==> src/rtl/pipe_hazard_if.sv <==
// Pipeline-to-hazard-controller bundle: hazard sources from ID/EXE/MEM in,
// register enables, bubbles and forwarding selects out.
interface pipe_hazard_if;
  logic [4:0] id_rs_addr;
  logic [4:0] id_rt_addr;
  logic       id_rs_used;
  logic       id_rt_used;
  logic       id_branch_taken;
  logic [4:0] exe_rf_waddr;
  logic       exe_rf_wena;
  logic       exe_is_load;
  logic       exe_mc_start;
  logic [4:0] mem_rf_waddr;
  logic       mem_rf_wena;
  logic       pc_wena;
  logic       if_id_wena;
  logic       if_id_flush;
  logic       id_exe_wena;
  logic       id_exe_bubble;
  logic       exe_mem_bubble;
  logic [1:0] fwd_rs_sel;
  logic [1:0] fwd_rt_sel;

  modport master (
    output id_rs_addr, id_rt_addr, id_rs_used, id_rt_used, id_branch_taken,
           exe_rf_waddr, exe_rf_wena, exe_is_load, exe_mc_start,
           mem_rf_waddr, mem_rf_wena,
    input  pc_wena, if_id_wena, if_id_flush, id_exe_wena, id_exe_bubble,
           exe_mem_bubble, fwd_rs_sel, fwd_rt_sel
  );

  modport slave (
    input  id_rs_addr, id_rt_addr, id_rs_used, id_rt_used, id_branch_taken,
           exe_rf_waddr, exe_rf_wena, exe_is_load, exe_mc_start,
           mem_rf_waddr, mem_rf_wena,
    output pc_wena, if_id_wena, if_id_flush, id_exe_wena, id_exe_bubble,
           exe_mem_bubble, fwd_rs_sel, fwd_rt_sel
  );
endinterface

==> src/rtl/pipe_hazard_ctrl.sv <==
// Hazard/stall/flush sequencing for the 5-stage pipeline. Define PIPE_FWD_EN to
// enable EXE/MEM forwarding (stall only on load-use); otherwise any RAW match stalls.
// All pipeline handshakes are level-based: enables/bubbles act in the same cycle they are driven.
module pipe_hazard_ctrl #(
  parameter int MC_LAT = 4,
  parameter int CNT_W  = 32
) (
  input  logic             clk,
  input  logic             rst,
  pipe_hazard_if.slave     hz,
  output logic             mc_busy,
  output logic [CNT_W-1:0] stall_cnt
);

  localparam int MC_W = (MC_LAT > 2) ? $clog2(MC_LAT - 1) : 1;
  localparam logic [MC_W-1:0] MC_INIT = MC_W'((MC_LAT > 2) ? (MC_LAT - 2) : 0);

  typedef enum logic {IDLE, MC_BUSY} state_t;

  state_t          state, state_next;
  logic [MC_W-1:0] mc_cnt, mc_cnt_next;
  logic            mc_stall;
  logic            data_stall;
  logic            exe_rs_hit, exe_rt_hit, mem_rs_hit, mem_rt_hit;

  always_ff @(posedge clk or posedge rst) begin
    if (rst) begin
      state  <= IDLE;
      mc_cnt <= '0;
    end else begin
      state  <= state_next;
      mc_cnt <= mc_cnt_next;
    end
  end

  // IDLE claims the first stall cycle; MC_BUSY covers the rest plus the release cycle.
  always_comb begin
    state_next  = state;
    mc_cnt_next = mc_cnt;
    mc_stall    = 1'b0;
    case (state)
      IDLE: begin
        if (hz.exe_mc_start && (MC_LAT > 1)) begin
          mc_stall    = 1'b1;
          mc_cnt_next = MC_INIT;
          state_next  = MC_BUSY;
        end
      end
      MC_BUSY: begin
        if (mc_cnt != '0) begin
          mc_stall    = 1'b1;
          mc_cnt_next = mc_cnt - 1'b1;
        end else begin
          state_next = IDLE;
        end
      end
      default: state_next = IDLE;
    endcase
  end

  assign mc_busy = (state == MC_BUSY);

  // Register $0 is hard-wired, so it never creates a dependency.
  assign exe_rs_hit = hz.id_rs_used && (hz.id_rs_addr != 5'd0) &&
                      (hz.id_rs_addr == hz.exe_rf_waddr) && hz.exe_rf_wena;
  assign exe_rt_hit = hz.id_rt_used && (hz.id_rt_addr != 5'd0) &&
                      (hz.id_rt_addr == hz.exe_rf_waddr) && hz.exe_rf_wena;
  assign mem_rs_hit = hz.id_rs_used && (hz.id_rs_addr != 5'd0) &&
                      (hz.id_rs_addr == hz.mem_rf_waddr) && hz.mem_rf_wena;
  assign mem_rt_hit = hz.id_rt_used && (hz.id_rt_addr != 5'd0) &&
                      (hz.id_rt_addr == hz.mem_rf_waddr) && hz.mem_rf_wena;

`ifdef PIPE_FWD_EN
  logic [1:0] rs_sel, rt_sel;
  assign rs_sel     = (exe_rs_hit && !hz.exe_is_load) ? 2'b01 : (mem_rs_hit ? 2'b10 : 2'b00);
  assign rt_sel     = (exe_rt_hit && !hz.exe_is_load) ? 2'b01 : (mem_rt_hit ? 2'b10 : 2'b00);
  assign data_stall = (exe_rs_hit || exe_rt_hit) && hz.exe_is_load;
`else
  logic [1:0] rs_sel, rt_sel;
  logic       unused_is_load;
  assign rs_sel         = 2'b00;
  assign rt_sel         = 2'b00;
  assign unused_is_load = hz.exe_is_load;
  assign data_stall     = exe_rs_hit || exe_rt_hit || mem_rs_hit || mem_rt_hit;
`endif

  always_comb begin
    hz.pc_wena        = 1'b1;
    hz.if_id_wena     = 1'b1;
    hz.id_exe_wena    = 1'b1;
    hz.id_exe_bubble  = 1'b0;
    hz.exe_mem_bubble = 1'b0;
    hz.if_id_flush    = 1'b0;
    hz.fwd_rs_sel     = rs_sel;
    hz.fwd_rt_sel     = rt_sel;
    if (rst) begin
      hz.pc_wena        = 1'b0;
      hz.if_id_wena     = 1'b0;
      hz.id_exe_wena    = 1'b0;
      hz.id_exe_bubble  = 1'b1;
      hz.exe_mem_bubble = 1'b1;
      hz.if_id_flush    = 1'b1;
      hz.fwd_rs_sel     = 2'b00;
      hz.fwd_rt_sel     = 2'b00;
    end else if (mc_stall) begin
      hz.pc_wena        = 1'b0;
      hz.if_id_wena     = 1'b0;
      hz.id_exe_wena    = 1'b0;
      hz.exe_mem_bubble = 1'b1;
    end else if (data_stall) begin
      hz.pc_wena       = 1'b0;
      hz.if_id_wena    = 1'b0;
      hz.id_exe_bubble = 1'b1;
    end else begin
      hz.if_id_flush = hz.id_branch_taken;
    end
  end

  always_ff @(posedge clk or posedge rst) begin
    if (rst) begin
      stall_cnt <= '0;
    end else if (!hz.pc_wena && (stall_cnt != {CNT_W{1'b1}})) begin
      stall_cnt <= stall_cnt + 1'b1;
    end
  end

endmodule

==> src/flat_wrapper.sv <==
// flat-port wrapper written by rule: the top's interface ports become plain ports
module pipe_hazard_ctrl_flat 
#(
  parameter int MC_LAT = 4,
  parameter int CNT_W  = 32
)
  (clk, rst, mc_busy, stall_cnt, hz_id_rs_addr, hz_id_rt_addr, hz_id_rs_used, hz_id_rt_used, hz_id_branch_taken, hz_exe_rf_waddr, hz_exe_rf_wena, hz_exe_is_load, hz_exe_mc_start, hz_mem_rf_waddr, hz_mem_rf_wena, hz_pc_wena, hz_if_id_wena, hz_if_id_flush, hz_id_exe_wena, hz_id_exe_bubble, hz_exe_mem_bubble, hz_fwd_rs_sel, hz_fwd_rt_sel);
  pipe_hazard_if hz_i ();
  input  logic clk;
  input  logic rst;
  output logic mc_busy;
  output logic [CNT_W-1:0] stall_cnt;
  input wire logic [$bits(hz_i.id_rs_addr)-1:0] hz_id_rs_addr;
  input wire logic [$bits(hz_i.id_rt_addr)-1:0] hz_id_rt_addr;
  input wire logic [$bits(hz_i.id_rs_used)-1:0] hz_id_rs_used;
  input wire logic [$bits(hz_i.id_rt_used)-1:0] hz_id_rt_used;
  input wire logic [$bits(hz_i.id_branch_taken)-1:0] hz_id_branch_taken;
  input wire logic [$bits(hz_i.exe_rf_waddr)-1:0] hz_exe_rf_waddr;
  input wire logic [$bits(hz_i.exe_rf_wena)-1:0] hz_exe_rf_wena;
  input wire logic [$bits(hz_i.exe_is_load)-1:0] hz_exe_is_load;
  input wire logic [$bits(hz_i.exe_mc_start)-1:0] hz_exe_mc_start;
  input wire logic [$bits(hz_i.mem_rf_waddr)-1:0] hz_mem_rf_waddr;
  input wire logic [$bits(hz_i.mem_rf_wena)-1:0] hz_mem_rf_wena;
  output wire logic [$bits(hz_i.pc_wena)-1:0] hz_pc_wena;
  output wire logic [$bits(hz_i.if_id_wena)-1:0] hz_if_id_wena;
  output wire logic [$bits(hz_i.if_id_flush)-1:0] hz_if_id_flush;
  output wire logic [$bits(hz_i.id_exe_wena)-1:0] hz_id_exe_wena;
  output wire logic [$bits(hz_i.id_exe_bubble)-1:0] hz_id_exe_bubble;
  output wire logic [$bits(hz_i.exe_mem_bubble)-1:0] hz_exe_mem_bubble;
  output wire logic [$bits(hz_i.fwd_rs_sel)-1:0] hz_fwd_rs_sel;
  output wire logic [$bits(hz_i.fwd_rt_sel)-1:0] hz_fwd_rt_sel;
  assign hz_i.id_rs_addr = hz_id_rs_addr;
  assign hz_i.id_rt_addr = hz_id_rt_addr;
  assign hz_i.id_rs_used = hz_id_rs_used;
  assign hz_i.id_rt_used = hz_id_rt_used;
  assign hz_i.id_branch_taken = hz_id_branch_taken;
  assign hz_i.exe_rf_waddr = hz_exe_rf_waddr;
  assign hz_i.exe_rf_wena = hz_exe_rf_wena;
  assign hz_i.exe_is_load = hz_exe_is_load;
  assign hz_i.exe_mc_start = hz_exe_mc_start;
  assign hz_i.mem_rf_waddr = hz_mem_rf_waddr;
  assign hz_i.mem_rf_wena = hz_mem_rf_wena;
  assign hz_pc_wena = hz_i.pc_wena;
  assign hz_if_id_wena = hz_i.if_id_wena;
  assign hz_if_id_flush = hz_i.if_id_flush;
  assign hz_id_exe_wena = hz_i.id_exe_wena;
  assign hz_id_exe_bubble = hz_i.id_exe_bubble;
  assign hz_exe_mem_bubble = hz_i.exe_mem_bubble;
  assign hz_fwd_rs_sel = hz_i.fwd_rs_sel;
  assign hz_fwd_rt_sel = hz_i.fwd_rt_sel;
  pipe_hazard_ctrl #(.MC_LAT(MC_LAT), .CNT_W(CNT_W)) u_core (.clk(clk), .rst(rst), .hz(hz_i), .mc_busy(mc_busy), .stall_cnt(stall_cnt));
endmodule
==> config.mk <==
export PLATFORM = sky130hd
export DESIGN_NAME = pipe_hazard_ctrl_flat
export DESIGN_NICKNAME = d
export VERILOG_FILES = /design/src/rtl/pipe_hazard_if.sv /design/src/rtl/pipe_hazard_ctrl.sv /design/src/flat_wrapper.sv
export SDC_FILE = /design/constraint.sdc
export NUM_CORES = 1
export LEC_CHECK = 0
export BUFFER_PORTS_ARGS = -buffer_cell sky130_fd_sc_hd__buf_2
export CAP_MARGIN = 20
export CORE_UTILIZATION = 46
export CTS_BUF_LIST = sky130_fd_sc_hd__clkbuf_4 sky130_fd_sc_hd__clkbuf_8
export DETAILED_ROUTE_END_ITERATION = 10
export HOLD_SLACK_MARGIN = 0.03
export PLACE_DENSITY = 0.88
export SLEW_MARGIN = 20
export SYNTH_ARGS = -nofsm -noshare
export SYNTH_HDL_FRONTEND = slang
export SYNTH_SLANG_ARGS = --single-unit
==> constraint.sdc <==
create_clock -name clk -period 3.5 [get_ports clk]
set_clock_uncertainty 0.1 [all_clocks]
set_input_delay 1.05 -clock clk [delete_from_list [all_inputs] [get_ports clk]]
set_output_delay 1.05 -clock clk [all_outputs]
set_load 0.005 [all_outputs]
Word-level counts from Yosys, hierarchy flattened
Index checks and enable logic that the tools add are counted.
{ "classes": {"n_addsub": 2, "n_eq_ne": 7, "n_mux": 19, "bitwise": 1, "n_reduce_logical": 19} }
{ "ops": {"columns": ["cell", "count"], "rows": [
  ["32-bit by 1-bit adder with 32-bit output (second input constant)", 1],
  ["32-bit != test (second input constant)", 1],
  ["5-bit equality test", 4],
  ["1-bit two-way mux", 15],
  ["1-bit logical AND", 11],
  ["5-bit nonzero test", 2],
  ["2-bit two-way mux", 2],
  ["2-bit != test (second input constant)", 2],
  ["2-bit one-hot mux with 2 select lines", 1],
  ["1-bit logical OR", 3],
  ["1-bit one-hot mux with 2 select lines", 1],
  ["2-bit AND reduction", 1],
  ["2-bit nonzero test", 1],
  ["2-bit by 1-bit subtractor with 2-bit output (second input constant)", 1],
  ["1-bit logical NOT", 1],
  ["1-bit NOT", 1]
]} }
{ "word_totals": {"output_inout_bits": 43, "register_bits": 35, "wordCells": 51} }

Logic depth before layout (Yosys ltp)
Gate-level depths: netlist of the first run.
{ "depth": {"ltp_word": 12, "depth_mapped": 9, "depth_no_buf": 8} }

Worst setup path before layout of the first run
No wires, ideal clock.
{ "synth_path": {"path_kind": "input port to output port", "start": "input hz_id_rs_addr[0]", "end": "output hz_pc_wena", "path_slack_ps": -39, "arrival_ps": 2389, "cell_stages": 7, "t_required_ps": 2350, "cell_sequence": "or4_1 -> o21a_1 -> nand4_1 -> o211a_1 -> and2_4 -> buf_6 -> buf_4"} }
{ "synth_between": {"elab_chain_cells": 10, "word_cells_on_any_way": 14, "classes_between": "eq/ne: 2; mux: 3; reduce/logical: 9"} }
{ "synth_rtl": {"columns": ["element", "line", "rtl"], "rows": [
  ["start, declared", "flat_wrapper.sv:13", "input wire logic [$bits(hz_i.id_rs_addr)-1:0] hz_id_rs_addr;"],
  ["5-bit nonzero test", "pipe_hazard_ctrl.sv:64, pipe_hazard_ctrl.sv:68", null],
  ["1-bit logical AND", "pipe_hazard_ctrl.sv:64, pipe_hazard_ctrl.sv:68", null],
  ["1-bit logical AND", "pipe_hazard_ctrl.sv:64", "assign exe_rs_hit = hz.id_rs_used && (hz.id_rs_addr != 5'd0) &&"],
  ["1-bit logical AND", "pipe_hazard_ctrl.sv:65", "(hz.id_rs_addr == hz.exe_rf_waddr) && hz.exe_rf_wena;"],
  ["1-bit logical OR", "pipe_hazard_ctrl.sv:84", "assign data_stall = exe_rs_hit || exe_rt_hit || mem_rs_hit || mem_rt_hit;"],
  ["1-bit logical OR * (2 in a row)", "pipe_hazard_ctrl.sv:84", null],
  ["1-bit two-way mux * (3 in a row)", null, null],
  ["end, declared", "flat_wrapper.sv:24", "output wire logic [$bits(hz_i.pc_wena)-1:0] hz_pc_wena;"]
]} }
Mark *: on every way between the ends. The rest lies on a longest branch, timed or not.

Worst setup path after layout of the first run
{ "layout_path": {"start": "input hz_id_rs_addr[2]", "end": "output hz_if_id_wena"} }
{ "layout_between": {"elab_chain_cells": 10, "word_cells_on_any_way": 14, "classes_between": "eq/ne: 2; mux: 3; reduce/logical: 9"} }
{ "layout_rtl": {"columns": ["element", "line", "rtl"], "rows": [
  ["5-bit nonzero test", "pipe_hazard_ctrl.sv:64, pipe_hazard_ctrl.sv:68", null],
  ["1-bit logical AND", "pipe_hazard_ctrl.sv:64, pipe_hazard_ctrl.sv:68", null],
  ["1-bit logical AND", "pipe_hazard_ctrl.sv:64", null],
  ["1-bit logical AND", "pipe_hazard_ctrl.sv:65", null],
  ["1-bit logical OR", "pipe_hazard_ctrl.sv:84", null],
  ["1-bit logical OR * (2 in a row)", "pipe_hazard_ctrl.sv:84", null],
  ["1-bit two-way mux *", "pipe_hazard_ctrl.sv:110", "end else if (data_stall) begin"],
  ["1-bit two-way mux *", "pipe_hazard_ctrl.sv:105", "end else if (mc_stall) begin"],
  ["1-bit two-way mux *", "pipe_hazard_ctrl.sv:96", "if (rst) begin"],
  ["end, declared", "flat_wrapper.sv:25", "output wire logic [$bits(hz_i.if_id_wena)-1:0] hz_if_id_wena;"]
]} }
Marked as above.

==> impl_results.md, run 1 <==
- GP Congestion: 0.870
- Library cells used by synthesis: 32
- WS Path Type: primary input to primary output
- Row cnt: 23
- Iter 0 DRT Violations: 72
- Share of Yosys cell area claimed by the top area cell type: 0.440
- Post-Synthesis Cells: 196
- Initial antenna violation count: 0
- Synth Warn #: 0
- Synth cell count leaders: dfrtp_1 (35), xnor2_1 (25), xor2_1 (25)
- Via Count: 1738
- Worst skew pair latency: 290 ps
- Max IR drop VDD: 0.452 mV
- Power per cell area: 478 nW/µm²
- Drc violations: 0
- IO Count: 72
- Synth Area in Simple Gates: 0.236
- Max-Cap Viols: 0
- Final hold viol count: 0
- DP HPWL: 3440 µm
- Largest net degree at the start of global routing: 24
- RSZ-0062 raised after global routing: true
- DRT Wirelength: 4490 µm
- Routed Antenna Nets: 0
- First-pass iteration count of the detailed router: 4
- H-tree levels: 2
- Setup TNS Final: -126 ps
- Area grow syn2layout: 28.3%
- Clock Tree Buf Depth: 2
- GR Util All Layers: 0.224
- Initial Utilization: 0.487
- PnR worst setup slack: -54.2 ps
- Highest clock rate: 281 MHz
- Count leader, synth: dfrtp_1
- Die area: 4590 µm²
- Critical Path End Type: primary output
- Ant diodes: 0
- Synth Area per Inst: 10.2 µm²
- Status: finished, violations left
- Most used DFF post-synth: dfrtp_1
- Post-Synth Adder-Cell Area: 0.0126
- Die width: 67.8 µm
- Leak: 1.23 nW
- Clock sinks: 35
- FF+latch count, synth: 35
- Worst-path fanout max: 4
- Post-synth EDFFs: 0
- FILL cells: 352
- Startpoint types: primary input
- Post-Synth XOR/XNOR Area: 0.220
- Final nets: 307
- Setup Viol. Count Final: 4
- Area contributors post-synth: dfrtp_1 (44%), xnor2_1 (11%), xor2_1 (11%)
- Main combinational cell family by area after synthesis: simple AND/OR/NAND/NOR gates
- CTS tree: yes
- Final worst path period need: 3550 ps
- Root Driver: clkbuf_8
- Synthesized cell area: 1990 µm²
- Fin util: 0.625
- Post-synth top area cell: dfrtp_1
- Violated checks: negative setup slack
- Vias per cell: 5.31
- Core region area: 4090 µm²
- Share of layout cells above drive strength 1: 0.339
- First-pass GRT wire length: 7540 µm
- CP arrival: 2400 ps
- Remaining global-route overflow: 0
- Final Cycle Share: 1.02
- Cts bufs inserted: 5
- Fin. max-slew vios: 0
- Vias in the first global route: 1712
- Hold Buf Count CTS: 0
- Pwr Total: 0.00122 W
- Mux share of post-synthesis cell area: 0.0163
- Sequential element share of the synthesized area: 0.440
- CTS clock-pin slew for the worst setup and hold paths: 60 ps
- Wire per inst: 13.7 µm
- PortBufs: 66
- Worst path required time: 2350 ps
- Hold Crit Class: flop to flop
- Synth async-reset ratio: 1.00
- Post-synthesis compound-gate area fraction: 0.0327
- Die Ht: 67.8 µm
[cells by family (layout without fill, tap and decap cells)]
logic type      Yosys count  in the layout
fa+ha+maj                 2              2
buf+inv                  14             92
compound gates           10             10
xor+xnor                 50             50
mux                       3              3
simple gates             81             81
other cells               1              4
flops                    35             35
[metrics by stage]
stage / instances / hold slack, ps / setup slack [ps] / instance area, µm²
final: 327 / 380 / -54.2 / 2550
after global routing: 327 / 405 / -110 / 2550
after CTS: 327 / 383 / -39.1 / 2540
after detailed placement: 318 / 374 / -76.9 / 2420
after global placement: 318 / 366 / -74.5 / 2420
after floorplan: 199 / 351 / -29.3 / 2010
[critical path, cell delays in order]
cell and delay, ps:
buf_6 90, or4_4 520, o21a_1 190, nand4_1 60
o211a_1 210, and2_4 180, buf_6 90
[final cells by class]
type	instances	area, µm²	share of cell area
clock buffers	6	76.3	0.0299
clock inverters	2	12.5	0.00490
inverters	6	22.5	0.00881
multi-input cells	150	1060	0.415
flip-flops and latches	35	876	0.343
well taps	50	62.6	0.0245
repair buffers	78	445	0.174
[power breakdown]
part	internal, W	switching (W)
Combinational	0.000199	0.000198
Sequential	0.000466	0.0000665
Clock	0.000147	0.000147
Total	0.000811	0.000411
[state kept, by name (all words and copies together), names as in the netlist]
| signal | count |
|---|---|
| u_core.stall_cnt | 32 |
| u_core.mc_cnt | 2 |
| u_core.mc_busy | 1 |
[what timing repair did]
action | 4_1_cts | 5_1_grt
pin swaps | 5 | 1
cloned | 0 | 0
setup endpoints to repair | 4 | 4
resized for setup | 5 | 2
buffers inserted | 1 | 0
[cell usage in the layout (no fill, tap or decap), types with 10 or more instances in the layout]
master	netlist	routed
buf_2	2	62
nand3_1	16	15
nand4_1	12	12
xnor2_1	25	25
nand2_1	10	10
buf_4	5	12
xor2_1	25	25
dfrtp_1	35	35
and3_1	12	12
[final timing paths]
check / startpoint / end / slack, ps / cells past startpoint
worst max-delay path: hz_id_rs_addr[2] / hz_if_id_wena / -50 / 7
worst min-delay path: u_core.mc_cnt[0] / u_core.mc_cnt[0] / 380 / 1
worst max register to register: u_core.stall_cnt[0] / u_core.stall_cnt[1] / 1060 / 8
worst min register to register: u_core.mc_cnt[0] / u_core.mc_cnt[0] / 380 / 1
max in group asynchronous: rst / u_core.stall_cnt[21] / 2330 / 3
min in group asynchronous: rst / u_core.stall_cnt[13] / 750 / 3
[per-layer routing]
layer  part of all wire  global-route usage  vias up
li1                   -                   -      843
met1               0.42               0.258      838
met2               0.50               0.385       55
met3              0.068              0.0845        2
met4             0.0040              0.0625        0
met5                  0                   0        -
Note: power is estimated with default switching activity, not from simulation.
==> run 2: changes to the inputs <==
--- a/config.mk
+++ b/config.mk
@@ -12,6 +12,7 @@
 export DETAILED_ROUTE_END_ITERATION = 10
 export HOLD_SLACK_MARGIN = 0.03
 export PLACE_DENSITY = 0.88
+export SETUP_SLACK_MARGIN = 0.15
 export SLEW_MARGIN = 20
 export SYNTH_ARGS = -nofsm -noshare
 export SYNTH_HDL_FRONTEND = slang
==> impl_results.md, run 2 (same netlist as run 1, synthesis figures left out) <==
- Status: finished, violations left
- Violated checks: negative setup slack
- Power per cell area: 478 nW/µm² (about the same)
- Fin util: 0.625 (unchanged)
- CTS clock-pin slew for the worst setup and hold paths: 60 ps (about the same)
- Most used cell, CP: buf_6
- Final hold viol count: 0 (unchanged)
- Hold Crit Class: flop to flop
- Via Count: 1738 (unchanged)
- Clock Tree Buf Depth: 2 (unchanged)
- Remaining global-route overflow: 0 (unchanged)
- Largest net degree at the start of global routing: 24 (unchanged)
- PnR worst setup slack: -54.1 ps (+0.0622 ps)
- Cts bufs inserted: 5 (unchanged)
- CP cell instances: buf_6 -> or4_4 -> o21a_1 -> nand4_1 -> o211a_1 -> and2_4 -> buf_6
- Row cnt: 23 (unchanged)
- Worst path required time: 2350 ps (about the same)
- Routed Antenna Nets: 0 (unchanged)
- Vias in the first global route: 1714 (+0.12%)
- CP bufs+invs: 2 (unchanged)
- GP Congestion: 0.870 (unchanged)
- IO Count: 72 (unchanged)
- Placed cells: 318 (unchanged)
- H-tree levels: 2 (unchanged)
- Max stage delay on crit path: 520 ps (about the same)
- Initial antenna violation count: 0 (unchanged)
- Drc violations: 0 (unchanged)
- Worst reg-to-reg setup slack: 1060 ps (about the same)
- Pwr Total: 0.00122 W (about the same)
- Top reg by flops: u_core.stall_cnt
- Final nets: 307 (unchanged)
- Core region area: 4090 µm² (unchanged)
- Setup Viol. Count Final: 3 (-1)
- Die Ht: 67.8 µm (unchanged)
- Share of layout cells above drive strength 1: 0.339 (unchanged)
- Max IR drop VDD: 0.452 mV (unchanged)
- Met1 WL: 1910 µm (+0.16%)
- Area grow syn2layout: 28.3% (unchanged)
- Hold Buf Count CTS: 0 (unchanged)
- Critical Path End Type: primary output
- Fin cells: 327 (unchanged)
- Routed wl met2: 2260 µm (unchanged)
- Commonest non-fill, non-tap cell in the layout: buf_2
- FILL cells: 352 (unchanged)
- Die width: 67.8 µm (unchanged)
- CP max stage cell: or4_4
- Highest clock rate: 281 MHz (about the same)
- Clock sinks: 35 (unchanged)
- Stages on worst setup path: 7 (unchanged)
- First-pass iteration count of the detailed router: 4 (unchanged)
- Max-Cap Viols: 0 (unchanged)
- Placement Setup Slack: -76.9 ps (unchanged)
- Vias per cell: 5.31 (unchanged)
- RSZ-0062 raised after global routing: true
- Initial Utilization: 0.487 (unchanged)
- First-pass GRT wire length: 7540 µm (unchanged)
- Ant diodes: 0 (unchanged)
- Worst skew pair latency: 290 ps (about the same)
- Final Cycle Share: 1.02 (about the same)
- DP HPWL: 3440 µm (unchanged)
- Max FFs per register: 32 (unchanged)
- Fin. max-slew vios: 0 (unchanged)
- WS Path Type: primary input to primary output
- Leak: 1.23 nW (unchanged)
- R2R depth: 8 (unchanged)
- Worst-path fanout max: 4 (unchanged)
- CP arrival: 2400 ps (about the same)
- Iter 0 DRT Violations: 72 (unchanged)
- Die area: 4590 µm² (unchanged)
- Uppermost routed layer: met4
- Final worst path period need: 3550 ps (-0.0622 ps)
- DRT Wirelength: 4490 µm (about the same)
- WHS Path Cells: 1 (unchanged)
- Met3 routed WL: 305 µm (-0.65%)
- GR Util All Layers: 0.224 (unchanged)
- CTS tree: yes
- Startpoint types: primary input
- Root Driver: clkbuf_8
- Commonest cells after routing, fill and taps aside: buf_2 (62), dfrtp_1 (35), xor2_1 (25), xnor2_1 (25), nand3_1 (15)
- Wire per inst: 13.7 µm (about the same)
- CP top delay family: simple AND/OR/NAND/NOR gates
- PortBufs: 66 (unchanged)
## run 2: cell counts in the layout (fill, tap and decap cells not counted)
Identical to the previous run, type by type.
## run 2: timing repair
item,4_1_cts,5_1_grt
setup buffers,1,0
pin swaps,6,1
setup endpoints to repair,4,4
gates resized for setup,5,2
hold endpoints to repair,0,0
## run 2: through the flow
stage | setup TNS [ps] | instance area [µm²] | hold slack (ps)
4_1_cts | -86.7 | 2540 | 383
2_1_floorplan | -29.3 | 2010 | 351
3_5_place_dp | -238 | 2420 | 374
3_3_place_gp | -239 | 2420 | 366
5_1_grt | -387 | 2550 | 405
6_report | -122 | 2550 | 380
## run 2: final timing paths
path	start	to
setup / recovery	hz_id_rs_addr[2]	hz_if_id_wena
hold / removal	u_core.mc_cnt[0]	u_core.mc_cnt[0]
setup reg to reg	u_core.stall_cnt[0]	u_core.stall_cnt[1]
hold reg to reg	u_core.mc_cnt[0]	u_core.mc_cnt[0]
max in group asynchronous	rst	u_core.stall_cnt[21]
min in group asynchronous	rst	u_core.stall_cnt[13]
## run 2: cell type report
cell class / instances / area [µm²] / area share
multi-input combinational: 150 / 1060 / 0.415
sequential: 35 / 876 / 0.343
timing repair buffer: 78 / 445 / 0.174
clock buffer: 6 / 76.3 / 0.0299
tap: 50 / 62.6 / 0.0245
inverter: 6 / 22.5 / 0.00881
clock inverter: 2 / 12.5 / 0.00490
## run 2: power breakdown
group	leakage, nW	switching, W	total [W]	internal (W)
logic	0.749	0.000198	0.000397	0.000199
registers	0.441	0.0000665	0.000532	0.000466
clock network	0.0446	0.000147	0.000293	0.000147
## run 2: layer usage
metal	track usage	vias up
li1	-	843
met1	0.258	838
met2	0.385	55
met3	0.0845	2
met4	0.0625	0
met5	0	-
